`config.mk`:
```
export PLATFORM = sky130hd
export DESIGN_NAME = piso_serializer_flat
export DESIGN_NICKNAME = d
export VERILOG_FILES = /design/src/rtl/piso_serializer_if.sv /design/src/rtl/piso_serializer.sv /design/src/flat_wrapper.sv
export SDC_FILE = /design/constraint.sdc
export NUM_CORES = 1
export LEC_CHECK = 0
export ABC_AREA = 1
export CORE_MARGIN = 2
export CORE_UTILIZATION = 25
export CTS_CLUSTER_DIAMETER = 150
export DETAILED_ROUTE_END_ITERATION = 16
export GPL_ROUTABILITY_DRIVEN = 0
export GPL_TIMING_DRIVEN = 0
export PLACE_DENSITY_LB_ADDON = 0.08
export RECOVER_POWER = 50
export SLEW_MARGIN = 40
export SYNTH_ARGS = -nofsm -noshare
export SYNTH_HDL_FRONTEND = slang
export SYNTH_SLANG_ARGS = --single-unit
```
`constraint.sdc`:
```
create_clock -name clk -period 2.7 [get_ports clk]
set_clock_uncertainty 0.1 [all_clocks]
set_input_delay 0.81 -clock clk [delete_from_list [all_inputs] [get_ports clk]]
set_output_delay 0.81 -clock clk [all_outputs]
set_load 0.1 [all_outputs]
```
`src/rtl/piso_serializer_if.sv`:
```
// Parallel-in / serial-out handshake bundle.
// The master side supplies parallel words and watches the serial stream;
// the slave side is the serializer itself.
interface piso_serializer_if #(
  parameter int NBITS = 8
);

  logic             in_val;
  logic             in_rdy;
  logic [NBITS-1:0] in_msg;
  logic             out_q;
  logic             out_val;
  logic             out_last;

  modport master (
    output in_val,
    output in_msg,
    input  in_rdy,
    input  out_q,
    input  out_val,
    input  out_last
  );

  modport slave (
    input  in_val,
    input  in_msg,
    output in_rdy,
    output out_q,
    output out_val,
    output out_last
  );

endinterface

```
`src/rtl/piso_serializer.sv`:
```
// piso_serializer: captures an NBITS-wide word on a valid/ready transfer and
// emits it LSB first, one bit per clock, with out_val/out_last framing.
// A new word can be accepted on the final bit of a frame, so back-to-back
// words stream without a gap cycle.
// Optional feature: define PISO_SERIALIZER_PARITY_EN to append one even-parity
// bit (XOR of the captured word) after the data bits; out_last and the ready
// window then move to that parity bit.
module piso_serializer #(
  parameter int NBITS = 8
) (
  input logic              clk,
  input logic              reset,
  piso_serializer_if.slave bus
);

`ifdef PISO_SERIALIZER_PARITY_EN
  localparam int FLEN = NBITS + 1;
`else
  localparam int FLEN = NBITS;
`endif

  localparam int CW = (FLEN > 1) ? $clog2(FLEN) : 1;
  localparam logic [CW-1:0] LAST_IDX   = CW'(FLEN - 1);
  localparam logic [CW-1:0] PENULT_IDX = CW'(FLEN - 2);

  typedef enum logic {
    IDLE,
    SHIFT
  } state_t;

  state_t           state;
  logic [NBITS-1:0] sreg;
  logic [CW-1:0]    cnt;
  logic             xfer;
  logic             at_last;
  logic             at_penult;

`ifdef PISO_SERIALIZER_PARITY_EN
  logic             parity;
`endif

  // in_rdy is a register, so the transfer decision never loops in_val back to in_rdy
  assign xfer      = bus.in_val && bus.in_rdy;
  assign at_last   = (cnt == LAST_IDX);
  assign at_penult = (cnt == PENULT_IDX);

  // Frame sequencer: load on transfer, walk the bit counter through the frame, fall back to IDLE
  always_ff @(posedge clk) begin
    if (reset) begin
      state        <= IDLE;
      sreg         <= '0;
      cnt          <= '0;
      bus.out_q    <= 1'b0;
      bus.out_val  <= 1'b0;
      bus.out_last <= 1'b0;
      bus.in_rdy   <= 1'b0;
`ifdef PISO_SERIALIZER_PARITY_EN
      parity       <= 1'b0;
`endif
    end else if (xfer) begin
      // bit 0 goes out immediately; the rest wait in sreg already shifted down
      state        <= SHIFT;
      sreg         <= bus.in_msg >> 1;
      cnt          <= '0;
      bus.out_q    <= bus.in_msg[0];
      bus.out_val  <= 1'b1;
      bus.out_last <= 1'b0;
      bus.in_rdy   <= 1'b0;
`ifdef PISO_SERIALIZER_PARITY_EN
      parity       <= ^bus.in_msg;
`endif
    end else if (state == SHIFT && !at_last) begin
      cnt          <= cnt + CW'(1);
      bus.out_val  <= 1'b1;
      bus.out_last <= at_penult;
      bus.in_rdy   <= at_penult;
      sreg         <= sreg >> 1;
`ifdef PISO_SERIALIZER_PARITY_EN
      bus.out_q    <= at_penult ? parity : sreg[0];
`else
      bus.out_q    <= sreg[0];
`endif
    end else begin
      state        <= IDLE;
      sreg         <= '0;
      cnt          <= '0;
      bus.out_q    <= 1'b0;
      bus.out_val  <= 1'b0;
      bus.out_last <= 1'b0;
      bus.in_rdy   <= 1'b1;
    end
  end

endmodule

```
`src/flat_wrapper.sv`:
```
// flat-port wrapper written by rule: the top's interface ports become plain ports
module piso_serializer_flat 
#(
  parameter int NBITS = 8
)
  (clk, reset, bus_in_val, bus_in_msg, bus_in_rdy, bus_out_q, bus_out_val, bus_out_last);
  piso_serializer_if #(.NBITS(NBITS)) bus_i ();
  input logic clk;
  input logic reset;
  input wire logic [$bits(bus_i.in_val)-1:0] bus_in_val;
  input wire logic [$bits(bus_i.in_msg)-1:0] bus_in_msg;
  output wire logic [$bits(bus_i.in_rdy)-1:0] bus_in_rdy;
  output wire logic [$bits(bus_i.out_q)-1:0] bus_out_q;
  output wire logic [$bits(bus_i.out_val)-1:0] bus_out_val;
  output wire logic [$bits(bus_i.out_last)-1:0] bus_out_last;
  assign bus_i.in_val = bus_in_val;
  assign bus_i.in_msg = bus_in_msg;
  assign bus_in_rdy = bus_i.in_rdy;
  assign bus_out_q = bus_i.out_q;
  assign bus_out_val = bus_i.out_val;
  assign bus_out_last = bus_i.out_last;
  piso_serializer #(.NBITS(NBITS)) u_core (.clk(clk), .reset(reset), .bus(bus_i));
endmodule
```
==> results summary, run 1 <==
The post-synthesis simple-gate area fraction is 32.6%. The final number of setup-violating endpoints is 0. By area the synthesized netlist is led by dfxtp_1 (52%), nand2_1 (12%), nand4_1 (7.6%). Leaving out fill and tap cells, the most frequent cells in the layout are nand2_1 (19), dfxtp_1 (15), clkdlybuf4s50_1 (9). Entering global routing, the biggest net connects 11 pins. The floorplan core area is 0.00219 mm². The number of pins with negative max-slew slack in the final report came to 0. The wire length of the first global-routing pass came out at 1810 µm.

The average via count per standard cell came out at 4.04. The depth of the worst register-to-register path is 5. The final cycle utilization of the critical path came out at 76.2%. The overall power is 0.424 mW.

The synthesized netlist devotes 0.870% of its cell area to compound gates. The half-perimeter wire length of the detailed placement result is 722 µm. In the final design database the tool counted 96 nets. The clock insertion delay at the later pin of the skew report is 0.27 ns. The max capacitance violation total came out at 0. In this run the tool buffered the top-level ports with 14 buffer cells.

The run finished with clean final reports. Leaving out fill and tap cells, the most frequent cell in the layout is nand2_1. The slew of the pin with the lowest slew margin is 0.488 ns.

The longest clock path from root to sink contains 2 buffers. The width of the die is 52.0 µm. The worst vdd rail ir drop is 0.188 mV. In the final layout, the share of cells above drive strength 1 is 13.6%. The adder-cell area share of the yosys netlist is 6.52%.

The TritonCTS buffer count is 3. The height of the die came out at 52.0 µm. The biggest fanout along the worst timing path is 10. The critical path starts at bus_in_val. The number of global-route vias before repair came out at 418. The routed layout has 440 vias. Data on the critical path arrives at its endpoint at 2.13 ns. The post-synthesis net count came out at 77. The hold path startpoint is u_core.cnt[0]$_SDFF_PP0_. The kind of path behind the tightest hold check is reg -> reg. Buffers inserted to repair hold after CTS numbered 0.

The floorplan step defined a die boundary enclosing 0.00270 mm². After technology mapping, the gate count stands at 63. The global-route total usage across every layer came out at 9.52%. The biggest area contributor in the post-synthesis netlist is dfxtp_1.

The average wire per cell in the routed design is 9.07 µm. Headroom to the max-slew limit came out at 67.4%. After Yosys synthesis, XOR and XNOR cells account for 0% of the synthesized area. The detailed-routing iteration count for the pre-antenna-repair pass is 2. Summed over all failing endpoints, the final setup total negative slack is 0 ns.

Clock-pin slew was measured on the worst setup and hold paths at 0.09 ns. The type of destination of the critical path is a flop. The number of hold-slack violations in the final timing report is 0. The leakage power figure came out at 0.347 nW. The initial DRC count is 6. The worst flop-to-flop path startpoint is u_core.cnt[0]$_SDFF_PP0_. The quantity of gates resized following cts is 0.

The final-layout fill cell count is 248. The type of the worst setup path is in -> reg. The final antenna diode count came out at 0. The register area share after synthesis is 52.2%. For this run, design rule violations remaining after detail routing come to 0. The multiplexer area fraction after synthesis came out at 0%. The proportion of netlist area held by the largest area contributor came out at 52.2%. Counting instances, the worst hold path has a depth of 1.

The yosys synthesis warning count is 0. The worst hold-check slack is 0.350 ns. By area, the combinational part of the netlist is dominated by simple AND/OR/NAND/NOR gates. The H-tree depth came out at 1.

The launching element type of the critical path is a primary input. The data required time of the worst path came out at 2.77 ns. The clock net sink count came out at 15. The root buffer cell chosen for the clock tree is clkbuf_4. The total I/O pin count came out at 15. The maximum clock frequency came out at 486 MHz. The count of cell types in the netlist is 13.

Setup repair after global routing left no endpoint under its margin. The time the final worst path needs with I/O delays and setup came out at 2.06 ns. The total number of placement rows came out at 17. Global routing finished with a remaining overflow of 0. The number of antenna violations at the first check in global routing came to 0. The synthesis-to-layout area growth is 29.8%. The number of setup buffers added after CTS is 0.

The CTS tree is done. The power per cell area came out at 568 mW/mm². For this block, the routed nets add up to 989 µm of wire.

The initial cell density of the core is 26.3%. Counting flops and latches in the post-synthesis netlist gives 15. In this run the remaining antenna-violating nets after routing total 0.

The synthesized area is 576 µm². The mean area per synthesized cell is 9.14 µm².
==> critical path: stages <==
cell,delay (ns)
dlygate4sd3_1,0.53
nand2_1,0.08
clkbuf_1,0.40
inv_1,0.16
nand3_1,0.10
nand2_1,0.05
==> worst paths after layout <==
kind	endpoint	slack [ns]
max	u_core.sreg[5]$_SDFF_PP0_	0.64
max reg2reg	u_core.bus.out_last$_SDFF_PP0_	1.36
min	u_core.cnt[0]$_SDFF_PP0_	0.35
min reg2reg	u_core.cnt[0]$_SDFF_PP0_	0.35
==> layer usage <==
layer	part of all wire, %	global-route usage [%]
met5	0	0
met1	48	11.8
met3	6.1	2.59
met4	2.9	7.89
met2	42	13.5
==> through the flow <==
step           cells  worst slack, ns  cell area [µm²]  util (%)
2_1_floorplan     63            0.866              576         -
3_3_place_gp     105            0.346              751      34.3
3_5_place_dp     105            0.756              731      33.4
4_1_cts          109            0.739              757      34.6
5_1_grt          109            0.536              747      34.1
6_report         109            0.643              747      34.1
==> flip-flops by register name (all words and copies together) (netlist names) <==
name,cells
u_core.sreg,7
u_core.cnt,3
u_core.bus.in_rdy,1
u_core.bus.out_last,1
u_core.bus.out_q,1
u_core.bus.out_val,1
u_core.state,1
==> report_power, final <==
| part | switching (mW) | total [mW] | internal (mW) |
|---|---|---|---|
| sequential | 0.00264 | 0.232 | 0.229 |
| combinational | 0.0461 | 0.0686 | 0.0225 |
| clock | 0.0666 | 0.124 | 0.0572 |
| total | 0.115 | 0.424 | 0.309 |
==> cell usage after synthesis <==
master / instances
nand2_1: 19
dfxtp_1: 15
nand4_1: 7
nor2_1: 5
inv_1: 4
ha_1: 3
buf_6: 2
inv_2: 2
nand3_1: 2
a21oi_1: 1
nand3_4: 1
nor2_2: 1
nor2_8: 1
==> cell families (layout without fill, tap and decap cells) <==
family / count (synthesis) / in the layout
AO/OA/AOI/OAI: 1 / 1
AND/OR/NAND/NOR: 36 / 36
flip-flops: 15 / 15
buffers and inverters: 8 / 26
adder cells (fa/ha/maj): 3 / 3
==> cell type report <==
| type | instances | area (µm²) | area share (%) |
|---|---|---|---|
| Buffer | 2 | 15.0 | 2.01 |
| Clock buffer | 4 | 26.3 | 3.52 |
| Inverter | 6 | 22.5 | 3.02 |
| Multi-Input combinational cell | 40 | 228 | 30.5 |
| Sequential cell | 15 | 300 | 40.2 |
| Tap cell | 28 | 35.0 | 4.69 |
| Timing Repair Buffer | 14 | 120 | 16.1 |
(Power assumes the default switching activity.)
==> inputs of run 2 (changes only) <==
==> constraint.sdc (replaced) <==
create_clock -name clk -period 1.7 [get_ports clk]
set_clock_uncertainty 0.1 [all_clocks]
set_input_delay 0.51 -clock clk [delete_from_list [all_inputs] [get_ports clk]]
set_output_delay 0.51 -clock clk [all_outputs]
set_load 0.1 [all_outputs]
==> results summary, run 2 (synthesis gave the netlist of run 1 again) <==
The total I/O pin count came to 15 (unchanged). The number of global-route vias before repair came out at 418 (unchanged). The residual DRC count is 0 (unchanged). The relative slew slack came out at 67.8% (was 67.4%).

The time the final worst path needs with I/O delays and setup came out at 1.64 ns. The largest incremental delay on the critical path came out at 0.42 ns (was 0.53 ns). The number of hold buffers added after CTS is 0 (unchanged). The antenna violation net count after detailed routing is 0 (unchanged).

The depth of the worst register-to-register path is 5 (unchanged). The slew of the pin with the lowest slew margin is 0.486 ns (was 0.488 ns). The capture instance of the worst register-to-register path is u_core.bus.out_last$_SDFF_PP0_ (unchanged).

The post-layout instance area is 737 µm² (was 747 µm²). The post-detailed-routing wire length came to 1010 µm (was 989 µm). The cell at the root of the clock tree is clkbuf_4 (unchanged). The total number of placement rows came to 17 (unchanged). The global-route total usage across every layer is 9.52% (unchanged). The biggest fanout along the worst timing path came out at 2 (was 10). The CTS tree is done (unchanged). The depth of the critical timing path with buffers and inverters included came out at 1 (was 6). The initial DRC count was 7 (was 6). The most common cell after layout, fill and taps aside was nand2_1 (unchanged).

The number of antenna violations at the first check in global routing is 0 (unchanged). The kind of cell with the highest combined delay on the critical path is buffers and inverters (unchanged). Run status: finished clean (unchanged).

RSZ-0062 raised after global routing: false (unchanged). The average via count per standard cell came out at 4.10 (was 4.04). The max capacitance violation total is 0 (unchanged). Cells along the critical path: buf_2 (was dlygate4sd3_1, nand2_1, clkbuf_1, inv_1, nand3_1, nand2_1). The total net switching power came out at 0.181 mW (was 0.115 mW). The initial cell density of the core is 26.3% (unchanged). The floorplan core area came out at 0.00219 mm² (unchanged). The slack of the worst reg-to-reg path came out at 0.18 ns (was 1.36 ns). The kind of path behind the tightest hold check was reg -> reg (unchanged). The power per cell area is 912 mW/mm² (was 568 mW/mm²). The sequential group share of total power came out at 54.9% (was 54.7%). The clock edge transition at the registers on the reported setup and hold paths is 0.08 ns (was 0.09 ns).

The number of setup buffers added after CTS came out at 0 (unchanged). The number of pins with negative max-slew slack in the final report came out at 0 (unchanged). The total via count after detailed routing is 447 (was 440). The leakage power figure came to 0.345 nW (was 0.347 nW). The clock tree buffer depth came out at 2 (unchanged). The type of the worst setup path is reg -> out (was in -> reg).

The clock insertion delay at the later pin of the skew report came out at 0.27 ns (about the same). The final total negative setup slack is 0 ns (unchanged). The type of destination of the critical path is an output port (was flop). The wire length of the first global-routing pass is 1810 µm (unchanged). The internal cell power came to 0.491 mW (was 0.309 mW). The launching element type of the critical path is a flop (was primary input). The height of the die came to 52.0 µm (unchanged). The maximum clock frequency is 610 MHz. The final antenna diode count came to 0 (unchanged). The number of input and output port buffers inserted was 14 (unchanged). The capture point of the worst path is bus_in_rdy (was u_core.sreg[5]$_SDFF_PP0_). The instance area after placement is 731 µm² (unchanged). Largest regs: u_core.sreg x7, u_core.cnt x3 (unchanged). The detailed-routing iteration count for the pre-antenna-repair pass came out at 2 (unchanged). The fraction of final layout cells with drive strength greater than 1 came out at 17.3% (was 13.6%). The final number of setup-violating endpoints is 0 (unchanged). The number of nets in the layout came to 96 (unchanged). The clock net sink count came out at 15 (unchanged). The origin of the worst setup path is u_core.bus.in_rdy$_SDFF_PP0_ (was bus_in_val).

The slowest stage cell on the critical path was buf_2 (was dlygate4sd3_1). The data required time of the worst path came out at 1.09 ns (was 2.77 ns). The final cycle utilization of the critical path came out at 96.4%. The number of buffer and inverter stages on the critical path came out at 1 (was 3). The worst flop-to-flop path startpoint is u_core.cnt[0]$_SDFF_PP0_ (unchanged).

The fraction of power spent switching nets is 27.0% (was 27.2%). The number of hold-slack violations in the final timing report was 0 (unchanged). The worst path setup slack after routing is 0.0614 ns (was 0.643 ns). The leftover overflow at the end of global routing came to 0 (unchanged). The flip-flop count of the largest register after layout came out at 7 (unchanged). The data arrival time of the critical path was 1.03 ns (was 2.13 ns). The worst slack after detailed placement is 0.0556 ns (was 0.756 ns). The width of the die is 52.0 µm (unchanged). The register with the most flip-flops is u_core.sreg (unchanged). The TritonCTS buffer count came out at 3 (unchanged). The final core utilization is 33.6% (was 34.1%). The half-perimeter wire length of the detailed placement result came out at 722 µm (unchanged). The H-tree depth is 1 (unchanged). The clock share of power came to 29.2% (about the same). The combinational group share of total power came out at 16.0% (was 16.2%).

The final-layout fill cell count is 251 (was 248). The synthesis-to-layout area growth is 28.0% (was 29.8%). The quantity of gates resized following cts came to 0 (unchanged). The average wire per cell in the routed design came out at 9.28 µm (was 9.07 µm). Leading cell types in the layout, fill and taps excluded: nand2_1 (19), dfxtp_1 (15), clkdlybuf4s50_1 (10) (was nand2_1 (19), dfxtp_1 (15), clkdlybuf4s50_1 (9)). The area of the die came out at 0.00270 mm² (unchanged). The overall power came out at 0.672 mW (was 0.424 mW).

The worst vdd rail ir drop is 0.299 mV (was 0.188 mV). The pin count of the biggest net entering global routing came out at 11 (unchanged).
## run 2: metal layers
| metal | part of all wire [%] | global-route usage [%] | routed length (µm) |
|---|---|---|---|
| met5 | 0 | 0 | 0 |
| met2 | 42 | 13.5 | 426 |
| met4 | 2.9 | 7.89 | 29 |
| met3 | 5.9 | 2.59 | 60 |
| met1 | 49 | 11.8 | 495 |
## run 2: cell type report
class | instances | area [µm²] | share of cell area [%]
tap | 28 | 35.0 | 4.75
timing repair buffer | 14 | 120 | 16.3
buffer | 2 | 16.3 | 2.21
sequential | 15 | 300 | 40.7
clock buffer | 4 | 26.3 | 3.57
inverter | 6 | 22.5 | 3.06
multi-input combinational | 40 | 216 | 29.4
## run 2: worst min path at each step
stage | start | to | cells past startpoint
finish | u_core.cnt[0]$_SDFF_PP0_ | u_core.cnt[0]$_SDFF_PP0_ | 1
global route | u_core.sreg[5]$_SDFF_PP0_ | u_core.sreg[4]$_SDFF_PP0_ | 2
CTS | u_core.sreg[3]$_SDFF_PP0_ | u_core.sreg[2]$_SDFF_PP0_ | 2
detailed placement | u_core.cnt[0]$_SDFF_PP0_ | u_core.cnt[0]$_SDFF_PP0_ | 1
global placement | u_core.cnt[0]$_SDFF_PP0_ | u_core.cnt[0]$_SDFF_PP0_ | 1
floorplan | u_core.cnt[0]$_SDFF_PP0_ | u_core.cnt[0]$_SDFF_PP0_ | 1
## run 2: power by group through the flow
stage	clock (mW)	sequential, mW	combinational (mW)
2_1_floorplan	0	0.414	0.0394
3_3_place_gp	0	0.377	0.119
3_5_place_dp	0	0.377	0.114
4_1_cts	0.209	0.369	0.115
5_1_grt	0.225	0.370	0.117
6_report	0.196	0.369	0.107
## run 2: through the flow
step / std cells / hold WS (ns)
2_1_floorplan: 63 / 0.317
3_3_place_gp: 105 / 0.336
3_5_place_dp: 105 / 0.342
4_1_cts: 109 / 0.356
5_1_grt: 109 / 0.387
6_report: 109 / 0.352
==> inputs of run 3 (changes only) <==
--- a/config.mk
+++ b/config.mk
@@ -12,8 +12,10 @@
 export DETAILED_ROUTE_END_ITERATION = 16
 export GPL_ROUTABILITY_DRIVEN = 0
 export GPL_TIMING_DRIVEN = 0
+export HOLD_SLACK_MARGIN = 0.03
 export PLACE_DENSITY_LB_ADDON = 0.08
 export RECOVER_POWER = 50
+export SKIP_CTS_REPAIR_TIMING = 1
 export SLEW_MARGIN = 40
 export SYNTH_ARGS = -nofsm -noshare
 export SYNTH_HDL_FRONTEND = slang
==> results of run 3 <==
Final layout, timing and power as in run 2 (identical DEF).
